<file path="config.mk">
export PLATFORM = sky130hd
export DESIGN_NAME = alu_op_sequencer
export DESIGN_NICKNAME = d
export VERILOG_FILES = /design/src/rtl/alu_op_sequencer.sv
export SDC_FILE = /design/constraint.sdc
export NUM_CORES = 1
export LEC_CHECK = 0
export BUFFER_PORTS_ARGS = -buffer_cell sky130_fd_sc_hd__clkbuf_2
export CAP_MARGIN = 10
export CORE_ASPECT_RATIO = 1.5
export CORE_MARGIN = 3
export CORE_UTILIZATION = 30
export CTS_CLUSTER_SIZE = 16
export DETAILED_ROUTE_END_ITERATION = 12
export PLACE_DENSITY = 0.57
export SLEW_MARGIN = 15
export SYNTH_ARGS = -nofsm -noshare
export SYNTH_HDL_FRONTEND = slang
export SYNTH_SLANG_ARGS = --single-unit
export TNS_END_PERCENT = 5
</file>
<file path="constraint.sdc">
create_clock -name clk -period 3.1 [get_ports clk]
set_clock_uncertainty 0.1 [all_clocks]
set_input_delay 0.155 -clock clk [delete_from_list [all_inputs] [get_ports clk]]
set_output_delay 0.155 -clock clk [all_outputs]
set_load 0.01 [all_outputs]
</file>
<file path="src/rtl/alu_op_sequencer.sv">
// Issue-side sequencer for a fixed-latency pipelined 8-bit ALU: credit-gated issue,
// tag tracking, response FIFO. Optional operand cross-check enabled by ALU_SEQ_CHECK_EN.
module alu_op_sequencer #(
  parameter int ALU_LATENCY = 3,
  parameter int FIFO_DEPTH  = 4,
  parameter int TAG_W       = 4
) (
  input  logic             clk,
  input  logic             reset,
  input  logic             cmd_valid,
  output logic             cmd_ready,
  input  logic [7:0]       cmd_a,
  input  logic [7:0]       cmd_b,
  input  logic [1:0]       cmd_op,
  input  logic [TAG_W-1:0] cmd_tag,
  output logic [7:0]       alu_a,
  output logic [7:0]       alu_b,
  output logic [1:0]       alu_opcode,
  input  logic [7:0]       alu_result,
  output logic             rsp_valid,
  input  logic             rsp_ready,
  output logic [7:0]       rsp_data,
  output logic [TAG_W-1:0] rsp_tag,
  output logic [2:0]       inflight,
  output logic             mismatch
);

  localparam int STG   = ALU_LATENCY + 1;
  localparam int PTR_W = (FIFO_DEPTH > 1) ? $clog2(FIFO_DEPTH) : 1;
  localparam int CNT_W = PTR_W + 1;

  // Reference ALU behaviour; add/sub wrap modulo 256.
  function automatic logic [7:0] alu_eval(input logic [7:0] a, input logic [7:0] b,
                                          input logic [1:0] op);
    logic [7:0] r;
    case (op)
      2'b00:   r = a + b;
      2'b01:   r = a - b;
      2'b10:   r = a & b;
      default: r = a | b;
    endcase
    return r;
  endfunction

  logic             accept;
  logic             push;
  logic             pop;
  logic             full;
  logic [STG-1:0]   vld_p;
  logic [TAG_W-1:0] tag_p [STG];
  logic [PTR_W-1:0] wr_ptr;
  logic [PTR_W-1:0] rd_ptr;
  logic [CNT_W-1:0] fifo_count;
  logic [2:0]       inflight_q;
  logic [7:0]       credit_used;
  logic [7:0]       mem_data [FIFO_DEPTH];
  logic [TAG_W-1:0] mem_tag  [FIFO_DEPTH];

  // Credits count both queued and in-flight results, so the ALU never outruns the FIFO.
  assign credit_used = 8'(fifo_count) + 8'(inflight_q);
  assign cmd_ready   = credit_used < 8'(FIFO_DEPTH);
  assign accept      = cmd_valid & cmd_ready;
  assign push        = vld_p[STG-1];
  assign full        = fifo_count == CNT_W'(FIFO_DEPTH);
  assign rsp_valid   = fifo_count != '0;
  assign pop         = rsp_valid & rsp_ready;
  assign rsp_data    = rsp_valid ? mem_data[rd_ptr] : '0;
  assign rsp_tag     = rsp_valid ? mem_tag[rd_ptr] : '0;
  assign inflight    = inflight_q;

  // Stage p0: ALU drive registers
  always_ff @(posedge clk or posedge reset) begin
    if (reset) begin
      alu_a      <= '0;
      alu_b      <= '0;
      alu_opcode <= '0;
    end else if (accept) begin
      alu_a      <= cmd_a;
      alu_b      <= cmd_b;
      alu_opcode <= cmd_op;
    end
  end

  // Stages p0..pN: tracking valid/tag, aligned with the ALU pipeline
  always_ff @(posedge clk or posedge reset) begin
    if (reset) vld_p <= '0;
    else       vld_p <= {vld_p[STG-2:0], accept};
  end

  always_ff @(posedge clk) begin
    tag_p[0] <= cmd_tag;
    for (int i = 1; i < STG; i++) tag_p[i] <= tag_p[i-1];
  end

  always_ff @(posedge clk or posedge reset) begin
    if (reset) inflight_q <= '0;
    else if (accept && !push) inflight_q <= inflight_q + 3'd1;
    else if (!accept && push) inflight_q <= inflight_q - 3'd1;
  end

  // Capture stage: response FIFO
  always_ff @(posedge clk) begin
    if (push) begin
      mem_data[wr_ptr] <= alu_result;
      mem_tag[wr_ptr]  <= tag_p[STG-1];
    end
  end

  always_ff @(posedge clk or posedge reset) begin
    if (reset) begin
      wr_ptr     <= '0;
      rd_ptr     <= '0;
      fifo_count <= '0;
    end else begin
      if (push) wr_ptr <= wr_ptr + PTR_W'(1);
      if (pop)  rd_ptr <= rd_ptr + PTR_W'(1);
      if (push && !pop)      fifo_count <= fifo_count + CNT_W'(1);
      else if (!push && pop) fifo_count <= fifo_count - CNT_W'(1);
    end
  end

  a_no_overflow: assert property (@(posedge clk) disable iff (reset) !(push && full && !pop));

`ifdef ALU_SEQ_CHECK_EN
  logic [7:0] a_p  [STG];
  logic [7:0] b_p  [STG];
  logic [1:0] op_p [STG];
  logic       mismatch_q;

  always_ff @(posedge clk) begin
    a_p[0]  <= cmd_a;
    b_p[0]  <= cmd_b;
    op_p[0] <= cmd_op;
    for (int i = 1; i < STG; i++) begin
      a_p[i]  <= a_p[i-1];
      b_p[i]  <= b_p[i-1];
      op_p[i] <= op_p[i-1];
    end
  end

  always_ff @(posedge clk or posedge reset) begin
    if (reset) mismatch_q <= 1'b0;
    else if (push && (alu_result != alu_eval(a_p[STG-1], b_p[STG-1], op_p[STG-1])))
      mismatch_q <= 1'b1;
  end

  assign mismatch = mismatch_q;
`else
  assign mismatch = 1'b0;
`endif

endmodule

</file>
==> impl_metrics.csv <==
group,metric,value,unit
synth,synthAdderAreaFrac,3.91,%
floorplan,core,0.0116,mm2
clock_tree,post_cts.repair.setup_buffers,0,
clock_tree,cts_buffers,9,
timing,fin_crit_sh,79.6,%
worst_hold_path,hp-start,"rsp_ready",
synth,synthXorXnorAreaFrac,2.20,%
placed_design,portBuffers,68,
clock_tree,clock_latency,0.33,ns
detailed_routing,drt-initial-drc-count,81,
critical_path,worstSetupPathType,"flip-flop to flip-flop",
critical_path,r2r_setup_slack,0.63,ns
global_route,grt_usage,9.99,%
clock_tree,clk_pin_slew_worst_paths,0.06,ns
detailed_routing,ant_nets,0,
power,power,2.50,mW
detailed_routing,routed_wl,6060,um
floorplan,die_y,140,um
timing,slew_headroom,55.9,%
finish,n_fill_cell,1041,
synth,synth_most_common_cell,"edfxtp_1",
clock_tree,clockBufferDepth,2,
synth,synth_cell_types,27,
synth,yosysWarningCount,0,
synth,synthMuxAreaShare,15.2,%
timing,hold_viol_final,0,
critical_path,r2r.worst_path.cells,8,
synth,synth_top_family_by_area,"multiplexers",
timing,fin_crit,2.47,ns
power,leakagePower,1.95,nW
power,intPower,2.02,mW
synth,synth_async_sr_flop_share,33.3,%
synth,yosys.area_share.simple,4.16,%
synth,ys.flop_type,"edfxtp_1",
clock_tree,clock-sinks,96,
detailed_routing,via_per_inst,4.14,
synth,synth_common_cells,"48 x edfxtp_1, 32 x dfrtp_1, 17 x and2_1, 16 x dfxtp_1, 11 x mux2_2",
critical_path,end_kind,"flip-flop",
synth,synth_top_area_share,40.3,%
clock_tree,cts_tree,"yes",
synth,synth-edff-count,48,
synth,ys_seq_area_share,71.6,%
floorplan,dieArea,0.0133,mm2
power,p_per_area,537,mW/mm2
power,power.share.sequential,54.0,%
global_route,grt_pass1_wl,9940,um
synth,synth_seq_cells,96,
synth,postSynthNetCount,232,
critical_path,crit_path_start_kind,"flip-flop",
finish,drive_above_1_share,38.1,%
power,clockPowerShare,43.4,%
critical_path,critical_path.max_fanout,15,
power,p_sw,487,uW
timing,setup_viol,0,
global_route,antenna_found_initial,0,
power,switching_share,19.5,%
synth,synth_cells,188,
synth,syn-cell-area,0.00358,mm2
detailed_routing,drtPass1Iterations,4,
clock_tree,ctsResizeCount,0,
placed_design,dp_hpwl,3930,um
worst_hold_path,holdPathEnd,"rd_ptr[1]$_DFFE_PP0P_",
synth,synth_compound_area_share,0.140,%
finish,regArea,0.00256,mm2
global_route,overflow,0,
floorplan,initial_core_util,30.9,%
critical_path,reg2reg_to,"fifo_count[2]$_DFFE_PP0P_",
flow_run,cap_violations,0,
synth,avgSynthCellArea,19.0,um2
power,combPwrFrac,2.6,%
clock_tree,clock-root-buffer,"clkbuf_16",
worst_hold_path,min_path_type,"primary input to flip-flop",
critical_path,critPathRequiredTime,3.26,ns
timing,rsz0062_at_grt,"no",
detailed_routing,vias,1860,
worst_hold_path,whs_path_depth,3,
floorplan,ios,70,
clock_tree,h-tree-depth,3,
floorplan,row_count,48,
status,status,"completed",
global_route,grt_max_degree,33,
floorplan,die_x,95.2,um
synth,synth_largest_area_cell,"edfxtp_1",
finish,finalNetCount,338,
power,max-vdd-ir-drop,0.354,mV
critical_path,worstReg2RegStart,"fifo_count[1]$_DFFE_PP0P_",
global_route,grt_pass1_vias,1978,
timing,worst_pin_slew,0.661,ns
timing,fmax,405,MHz
critical_path,worstPathArrival,2.63,ns
synth,synthTopCellsByArea,"edfxtp_1 40%, dfrtp_1 22%, dfxtp_1 8.9%",
timing,setup_tns,0,ns
detailed_routing,drc,0,
finish,diodes,0,
timing,slew_viol_final,0,
detailed_routing,post_drt_wl_per_cell,13.5,um
finish,multi_input_area,921,um2
finish,area.growth.synth_to_final,30.3,%
placed_design,place_congestion,0.674,
-- how the worst max path moves through the flow --
stage / from / depth (start not counted) / endpoint / slack (ns)
floorplan: inflight[2]$_DFFE_PP0P_ / 11 / inflight[2]$_DFFE_PP0P_ / 0.62
global placement: fifo_count[1]$_DFFE_PP0P_ / 8 / fifo_count[2]$_DFFE_PP0P_ / 0.69
detailed placement: fifo_count[1]$_DFFE_PP0P_ / 8 / fifo_count[2]$_DFFE_PP0P_ / 0.61
CTS: fifo_count[1]$_DFFE_PP0P_ / 8 / fifo_count[2]$_DFFE_PP0P_ / 0.59
global route: fifo_count[1]$_DFFE_PP0P_ / 8 / fifo_count[2]$_DFFE_PP0P_ / 0.44
finish: fifo_count[1]$_DFFE_PP0P_ / 8 / fifo_count[2]$_DFFE_PP0P_ / 0.63
-- critical path: stages (launching register included) --
cell     delay, ns
dfrtp_1       0.43
or3_1         0.60
nand2_1       0.20
ha_1          0.20
inv_1         0.06
fa_1          0.38
xor2_1        0.15
nor2_1        0.12
xor2_1        0.16
-- cell usage in the layout, fill, tap and decap left out, drive strengths merged --
cell         instances
o21ai                1
mux2                20
or3                  1
conb                 1
and3                 1
dlygate4sd3         31
clkinvlp             3
nor3                 1
dfxtp               16
buf                  3
clkbuf              78
inv                  6
dfrtp               32
bufinv               1
nand3                2
xor2                 5
ha                   8
edfxtp              48
nand2                2
mux4                12
clkinv               2
fa                   2
nor2                 2
xnor2                4
and2                17
-- metrics by stage --
step | hold WS [ns] | instances | area, um2 | worst slack [ns] | utilization (%)
finish | 0.00700 | 449 | 4670 | 0.631 | 40.3
detailed placement | 0.141 | 402 | 4060 | 0.613 | 35.0
CTS | 0.00312 | 449 | 4670 | 0.585 | 40.3
floorplan | 0.0827 | 188 | 3580 | 0.624 | -
global placement | 0.147 | 402 | 4060 | 0.687 | 35.0
global route | 0.0215 | 449 | 4670 | 0.438 | 40.3
-- cell families (layout without fill, tap and decap cells) --
| kind of cell | after synthesis | after routing |
|---|---|---|
| and+or+nand+nor | 26 | 26 |
| adders and majority gates | 10 | 10 |
| buffers and inverters | 13 | 124 |
| AOI/OAI and AO/OA | 1 | 1 |
| xor gates and xnor gates | 9 | 9 |
| other | 1 | 1 |
| muxes | 32 | 32 |
| DFF | 96 | 96 |
-- power groups by stage --
stage / clock network [mW] / logic (mW) / registers (mW)
after floorplan: 0 / 0.00802 / 1.38
after global placement: 0 / 0.0338 / 1.38
after detailed placement: 0 / 0.0349 / 1.38
after CTS: 1.12 / 0.0656 / 1.35
after global routing: 1.19 / 0.0725 / 1.35
final: 1.09 / 0.0645 / 1.35
-- timing repair --
item,CTS,global route
hold endpoints to repair,86,0
hold buffers,31,0
setup endpoints to repair,0,0
-- area by class of cell --
| class | instances | area share [%] |
|---|---|---|
| Timing Repair Buffer | 102 | 14.4 |
| Clock buffer | 10 | 4.91 |
| Multi-Input combinational cell | 79 | 19.7 |
| Clock inverter | 6 | 1.50 |
| Sequential cell | 96 | 54.9 |
| Tap cell | 150 | 4.02 |
| Inverter | 6 | 0.483 |
-- routing by layer --
layer / vias up / track usage, % / part of all wire [%]
li1: 897 / - / -
met1: 893 / 11.5 / 40
met2: 61 / 16.5 / 52
met3: 9 / 3.57 / 6.4
met4: 0 / 4.33 / 1.9
met5: - / 0 / 0
-- sequential cells by signal, summed over array words and instances, names as in the netlist --
name and flops:
fifo_count 3, inflight 3, tag_p 16, alu_opcode 2, rd_ptr 2, mem_tag 16
alu_b 8, mem_data 32, alu_a 8, wr_ptr 2, vld_p 4
No activity file was read; power rests on OpenSTA's default activity.
